$ cat config.mk
export PLATFORM = sky130hd
export DESIGN_NAME = counter_preset_down
export DESIGN_NICKNAME = d
export VERILOG_FILES = /design/src/rtl/counter_preset_down.sv
export SDC_FILE = /design/constraint.sdc
export NUM_CORES = 1
export LEC_CHECK = 0
export CAP_MARGIN = 25
export CORE_MARGIN = 2
export CORE_UTILIZATION = 49
export DETAILED_ROUTE_END_ITERATION = 10
export PLACE_DENSITY = 0.92
export SLEW_MARGIN = 20
export SYNTH_ARGS = -nofsm -noshare
export SYNTH_HDL_FRONTEND = slang
export SYNTH_SLANG_ARGS = --single-unit
$ cat constraint.sdc
create_clock -name clk -period 4.6 [get_ports clk]
set_input_delay 0.46 -clock clk [delete_from_list [all_inputs] [get_ports clk]]
set_output_delay 0.46 -clock clk [all_outputs]
set_load 0.05 [all_outputs]
$ cat src/rtl/counter_preset_down.sv
// counter_preset_down: presettable synchronous down-counter / interval timer.
// Loads a preset (also kept as the reload value). It decrements on qualified
// count_en ticks while in RUN. A one-cycle borrow_out pulse marks each
// underflow. The counter then either reloads and keeps running (auto_reload=1)
// or parks at 0 in DONE (one-shot).
// Optional build macro COUNTER_PRESET_DOWN_UNDERFLOW_CNT_EN adds a saturating
// underflow_cnt output that counts borrow pulses and is cleared by load.
module counter_preset_down #(
  parameter int WIDTH = 4
) (
  input  logic             clk,
  input  logic             rst_n,
  input  logic             load,
  input  logic [WIDTH-1:0] data_preset,
  input  logic             start,
  input  logic             stop,
  input  logic             count_en,
  input  logic             auto_reload,
  output logic [WIDTH-1:0] counter_out,
  output logic             borrow_out,
  output logic             busy,
  output logic             done
`ifdef COUNTER_PRESET_DOWN_UNDERFLOW_CNT_EN
  ,
  output logic [WIDTH-1:0] underflow_cnt
`endif
);

  // Encoding 2'b11 is illegal and is steered back to IDLE.
  typedef enum logic [1:0] {
    ST_IDLE = 2'b00,
    ST_RUN  = 2'b01,
    ST_DONE = 2'b10
  } state_e;

  state_e           state_q, state_d;
  logic [WIDTH-1:0] cnt_q, cnt_d;
  logic [WIDTH-1:0] reload_q, reload_d;
  logic             borrow_q, borrow_d;

  // State and datapath registers; async reset clears everything, including the reload value.
  always_ff @(posedge clk or negedge rst_n) begin
    if (!rst_n) begin
      state_q  <= ST_IDLE;
      cnt_q    <= '0;
      reload_q <= '0;
      borrow_q <= 1'b0;
    end else begin
      state_q  <= state_d;
      cnt_q    <= cnt_d;
      reload_q <= reload_d;
      borrow_q <= borrow_d;
    end
  end

  // Next-state and datapath logic; priority is load > stop > start > count_en.
  always_comb begin
    state_d  = state_q;
    cnt_d    = cnt_q;
    reload_d = reload_q;
    borrow_d = 1'b0;
    if (load) begin
      // A load overrides everything, including an underflow in the same cycle.
      cnt_d    = data_preset;
      reload_d = data_preset;
      state_d  = ST_IDLE;
    end else begin
      unique case (state_q)
        ST_IDLE: begin
          if (stop) begin
            state_d = ST_IDLE;
          end else if (start) begin
            // Starting from zero expires immediately without a borrow.
            state_d = (cnt_q != '0) ? ST_RUN : ST_DONE;
          end
        end
        ST_RUN: begin
          if (stop) begin
            // Stop beats an underflow: no borrow, and the counter holds.
            state_d = ST_IDLE;
          end else if (count_en) begin
            if (cnt_q != '0) begin
              cnt_d = cnt_q - WIDTH'(1);
            end else begin
              // Underflow never wraps to all-ones: reload or park at zero.
              borrow_d = 1'b1;
              if (auto_reload) begin
                cnt_d = reload_q;
              end else begin
                state_d = ST_DONE;
              end
            end
          end
        end
        ST_DONE: begin
          if (stop) begin
            state_d = ST_IDLE;
          end else if (start) begin
            cnt_d   = reload_q;
            state_d = ST_RUN;
          end
        end
        default: begin
          state_d = ST_IDLE;
        end
      endcase
    end
  end

  assign counter_out = cnt_q;
  assign borrow_out  = borrow_q;
  assign busy        = (state_q == ST_RUN);
  assign done        = (state_q == ST_DONE);

`ifdef COUNTER_PRESET_DOWN_UNDERFLOW_CNT_EN
  logic [WIDTH-1:0] uf_q, uf_d;

  // Underflow tally: bumps together with each borrow pulse, saturates, and is cleared by load.
  always_comb begin
    uf_d = uf_q;
    if (load) begin
      uf_d = '0;
    end else if (borrow_d && (uf_q != '1)) begin
      uf_d = uf_q + WIDTH'(1);
    end
  end

  // Underflow tally register.
  always_ff @(posedge clk or negedge rst_n) begin
    if (!rst_n) begin
      uf_q <= '0;
    end else begin
      uf_q <= uf_d;
    end
  end

  assign underflow_cnt = uf_q;
`endif

endmodule

**Yosys cells after proc, flatten, opt, wreduce, memory -nomap -nowiden**

Index checks and enable logic that the tools add are counted.

- Register bits after elaboration: 11
- Input bits: 11

- Add/sub/neg operators: 1
- Equal/unequal tests: 12
- Muxes and demuxes: 24
- Reductions and logical operators: 5

Operators with widths:

| cell | count |
|---|---|
| $mux 4 | 7 |
| $mux 2 | 10 |
| $ne 4x4->1 const B | 5 |
| $ne 3x3->1 const B | 4 |
| $pmux 4 s2 | 1 |
| $pmux 2 s3 | 1 |
| $reduce_and 6->1 | 1 |
| $mux 1 | 5 |
| $reduce_and 5->1 | 1 |
| $ne 4x3->1 const B | 1 |
| $reduce_bool 4->1 | 1 |
| $sub 4x1->4 const B | 1 |
| $reduce_bool 3->1 | 1 |
| $eq 2x1->1 const B | 1 |
| $eq 2x2->1 const B | 1 |
| $logic_not 2->1 | 1 |

**Depth between registers and ports, before layout**

- Depth in word-level cells: 6
- Depth in mapped cells: 6
- Depth with buffers taken out: 6

**Least setup slack after synthesis**

No wires, ideal clock.

- Path kind: register to register
- From: reg cnt_q[0], in the netlist counter_out[0]
- To: reg cnt_q[1], in the netlist counter_out[1]
- Setup time: 0.090 ns
- Data arrival time: 1.761 ns
- Required time: 4.510 ns
- Slack: 2.749 ns
- Stages on the path, launching flop included: 7
- Cells stage by stage: dfrtp_1 > inv_1 > ha_1 > nor4b_2 > o32ai_2 > o221ai_1 > o221ai_1

- Cells in the longest elaborated chain, start to end: 6

Ends and longest elaborated chain:

| item | line | RTL |
|---|---|---|
| start: declaration | 37 | `logic [WIDTH-1:0] cnt_q, cnt_d;` |
| start signal: assignment | 50 | `cnt_q <= cnt_d;` |
| $sub 4x1->4 or $reduce_bool 4->1 (tied branches) | 83, 82 |  |
| $mux 4 | 82 | `if (cnt_q != '0) begin` |
| $mux 4 | 81 | `end else if (count_en) begin` |
| $mux 4 | 78 | `if (stop) begin` |
| $pmux 4 s2 | 68 | `unique case (state_q)` |
| $mux 4 | 62 | `if (load) begin` |

Several ways; a longest one is shown, not always the timed one. The select of a mux whose other input is x is not followed.
A chain may end at the register's enable or synchronous reset.

**Worst setup path after layout**

- From: reg state_q[0]
- To: out done

- Cells in the longest elaborated chain, start to end: 1

Ends and longest elaborated chain:

| item | line | RTL |
|---|---|---|
| start: declaration | 36 | `state_e state_q, state_d;` |
| start signal: assignment | 49 | `state_q <= state_d;` |
| $eq 2x2->1 | 113 | `assign done = (state_q == ST_DONE);` |
| end: declaration | 22 | `output logic done` |

Every way passes these cells.

==> results.md <==
- The run finished with clean final reports.
- The sum of overflow across all layers after global routing is 0.
- Counting flops with an async set or reset pin after synthesis yields a share of 100%.
- Buffers placed on the I/O ports in this run total 17.
- Of all cell types, the one taking the most synthesized area is sky130_fd_sc_hd__dfrtp_1.
- For the final routed database, the setup TNS stands at 0 ps.
- The clock tree from TritonCTS is done.
- The number of placed instances, taps included, is 100.
- The tightest min-delay check is of the in -> async type.
- The first global-routing pass estimated 2.42 mm of wire.
- The clock tree buffer depth is 2.
- In this run the static leakage power is 0.000380 µW.
- The final worst clock skew is 11.3 ps.
- The number of antenna cells inserted is 0.
- Across the VDD grid, the largest voltage drop is 0.192 mV.
- The fmax is 0.428 GHz.
- The count of unique library cells instantiated by Yosys is 33.
- The number of setup buffers added after CTS is 0.
- The max-cap check violation count is 0.
- The max-slew headroom at the worst pin is 61.3%.
- At the worst endpoint, the required time is 4140 ps.
- The count of TritonRoute iterations in the first routing pass is 4.
- The via density per instance is 5.77.
- In this run, CTS created clock tree buffers numbering 3.
- The die footprint is 0.00164 mm².
- The count of antenna-violating nets left after detailed routing is 0.
- The net count reported at finish is 102.
- The clock net sink count is 11.
- The critical path endpoint category is an output port.
- The clock latency reported for the late side of the worst-skew pair is 280 ps.
- The floorplan has 13 rows.
- The minimum clock period is 2340 ps.
- The number of cells on the worst reg-to-reg path is 6.
- Once the floorplan was initialized, standard cells occupied 51.3% of the core.
- CTS built an H-tree with a depth of 1.
- The sequential cell area fraction in the yosys report is 42.3%.
- Compared with the post-synthesis result, the final layout area differs by 31.9%.
- The maximum number of pins on one net before global-route repair is 18.
- For the pin with the worst max-slew slack, the measured transition is 581 ps.
- The filler cell count is 103.
- Clock-pin slew was measured on the worst setup and hold paths at 80 ps.
- The netlist area before placement is 651 µm².
- In this run the count of I/O pins placed on the die edge is 18.
- The worst setup slack for register-to-register paths is 2830 ps.
- The startpoint type of the worst setup path is a flop.
- After detailed routing, the total wire length is 1.53 mm.
- The final count of hold timing violations is 0.
- Setup violations remaining at the end of the flow were counted as 0.
- Synthesis inferred 11 register bits.
- For this design the ratio of total power to cell area is 299 mW/mm².
- The commonest cells after synthesis are sky130_fd_sc_hd__dfrtp_1 (11), sky130_fd_sc_hd__inv_1 (9), sky130_fd_sc_hd__nand2_1 (7), sky130_fd_sc_hd__o21ai_0 (7), sky130_fd_sc_hd__nor2_1 (4).
- Setup repair after global routing left no endpoint under its margin.
- The worst register-to-register path begins at counter_out[0].
- The Yosys step of the flow raised 0 warnings.
- In the routed design, unresolved DRC markers number 0.
- Yosys mapped a number of flops with a built-in enable equal to 0.
- Synthesis produced a netlist whose cell count is 70.
- After the first detailed-routing iteration, the DRC count stood at 12.
- After synthesis, the cell types taking the most area are sky130_fd_sc_hd__dfrtp_1 (42%), sky130_fd_sc_hd__o21ai_0 (5.4%), sky130_fd_sc_hd__inv_1 (5.2%), sky130_fd_sc_hd__nand2_1 (4.0%), sky130_fd_sc_hd__nand2b_1 (2.9%).
- The chip height is 40.4 µm.
- The data arrival time of the critical path is 1880 ps.
- The routed layout has 600 vias.
- The post-route netlist has 8.99% of its cells at a drive strength greater than 1.
- The final-report max-slew violation count is 0.
- Of the available clock period, the critical path in the final layout requires 50.8%.
- The number of nets in the synthesized netlist is 82.
- After detailed routing, the average wire length per cell comes to 14.7 µm.
- The floorplan step set the die width to 40.4 µm.
- The last weighted congestion value of the routability-driven placer is 0.814.
- The most frequent cell after synthesis is sky130_fd_sc_hd__dfrtp_1.
- In this run the mean area of a mapped cell was 9.29 µm².
- CTS placed an instance of sky130_fd_sc_hd__clkbuf_4 at the clock tree root.
- Global routing consumed, over all layers together, 22.8% of the routing resources.
- Of the post-synthesis cell area, the dominant cell type holds 42.3%.
- The count of placed standard cells in the final layout, fillers left out is 104.
- The final worst slack is 2260 ps.
- The reg-to-reg critical path endpoint is counter_out[1].
- The via count of the first global-routing pass is 596.
- Hold repair after CTS inserted 0 buffers.
- Post-CTS repair changed the size of 0 cells.
- The total half-perimeter wirelength after legalization and detailed placement is 1.06 mm.
- The initial antenna violation count is 0.
- The most common flop cell mapped by yosys is sky130_fd_sc_hd__dfrtp_1.
- The area of the core is 0.00127 mm².
- The worst slack at placement is 2480 ps.
- The type of the worst setup path is reg -> out.
- The maximum fanout along the worst path is 7.
[registers in the layout (all words and copies together), names as in the netlist]
| register | cells |
|---|---|
| borrow_out | 1 |
| state_q | 2 |
| reload_q | 4 |
| counter_out | 4 |
[cell families (layout without fill, tap and decap cells)]
family                     Yosys count  count (layout)  share of synthesized area [%]
AOI/OAI and AO/OA                   17              17                           18.8
xor gates and xnor gates             1               1                           1.35
adders and majority gates            1               1                           1.92
buffers and inverters               11              30                           6.35
DFF                                 11              11                           42.3
muxes                                1               1                           1.54
and+or+nand+nor                     28              28                           27.7
[layout make-up]
type                       count  area (µm²)  area share (%)
tap                           15        18.8            2.19
timing repair buffer          17         170            19.8
sequential                    11         275            32.1
clock buffer                   4        26.3            3.06
multi-input combinational     48         334            38.9
inverter                       9        33.8            3.94
[layout by cell type, fill, tap and decap left out, types with 2 or more instances in the layout]
master,Yosys,final
sky130_fd_sc_hd__clkbuf_4,0,3
sky130_fd_sc_hd__inv_1,9,9
sky130_fd_sc_hd__o21ai_0,7,7
sky130_fd_sc_hd__nand2b_1,3,3
sky130_fd_sc_hd__o221ai_1,2,2
sky130_fd_sc_hd__nor2_1,4,4
sky130_fd_sc_hd__clkdlybuf4s50_1,0,17
sky130_fd_sc_hd__dfrtp_1,11,11
sky130_fd_sc_hd__nand2_1,7,7
[critical path: stages (launching register included)]
cell and delay, ps:
sky130_fd_sc_hd__dfrtp_1 420, sky130_fd_sc_hd__nand2b_4 170, sky130_fd_sc_hd__inv_1 170, sky130_fd_sc_hd__clkdlybuf4s50_1 840
[how the worst max path moves through the flow]
| stage | from | end | slack, ps | depth (start not counted) |
|---|---|---|---|---|
| finish | state_q[0] | done | 2260 | 3 |
| global route | state_q[0] | done | 2230 | 3 |
| floorplan | counter_out[0] | counter_out[1] | 2750 | 6 |
| CTS | state_q[0] | done | 2280 | 3 |
| global placement | load | state_q[1] | 2570 | 5 |
| detailed placement | start | counter_out[1] | 2480 | 5 |
[power by group]
group | leakage, µW | internal (µW) | switching [µW]
clock | 0.0000150 | 33.6 | 36.1
sequential | 0.000138 | 104 | 9.34
combinational | 0.000227 | 31.3 | 41.8
[metal layers]
layer	GRT usage [%]	up-vias	part of all wire [%]
met5	0	-	0
met2	41.3	26	50
met1	25.0	281	43
li1	-	289	-
met4	10.8	0	1.5
met3	4.44	4	6.0
[per-stage QoR]
stage	util, %	instance area, µm²	hold WS (ps)	total power, µW
finish	67.7	858	512	256
global route	67.7	858	566	267
CTS	67.7	858	533	257
detailed placement	65.6	832	520	188
global placement	65.6	832	511	185
floorplan	-	651	164	160
Note: power is estimated with default switching activity, not from simulation.
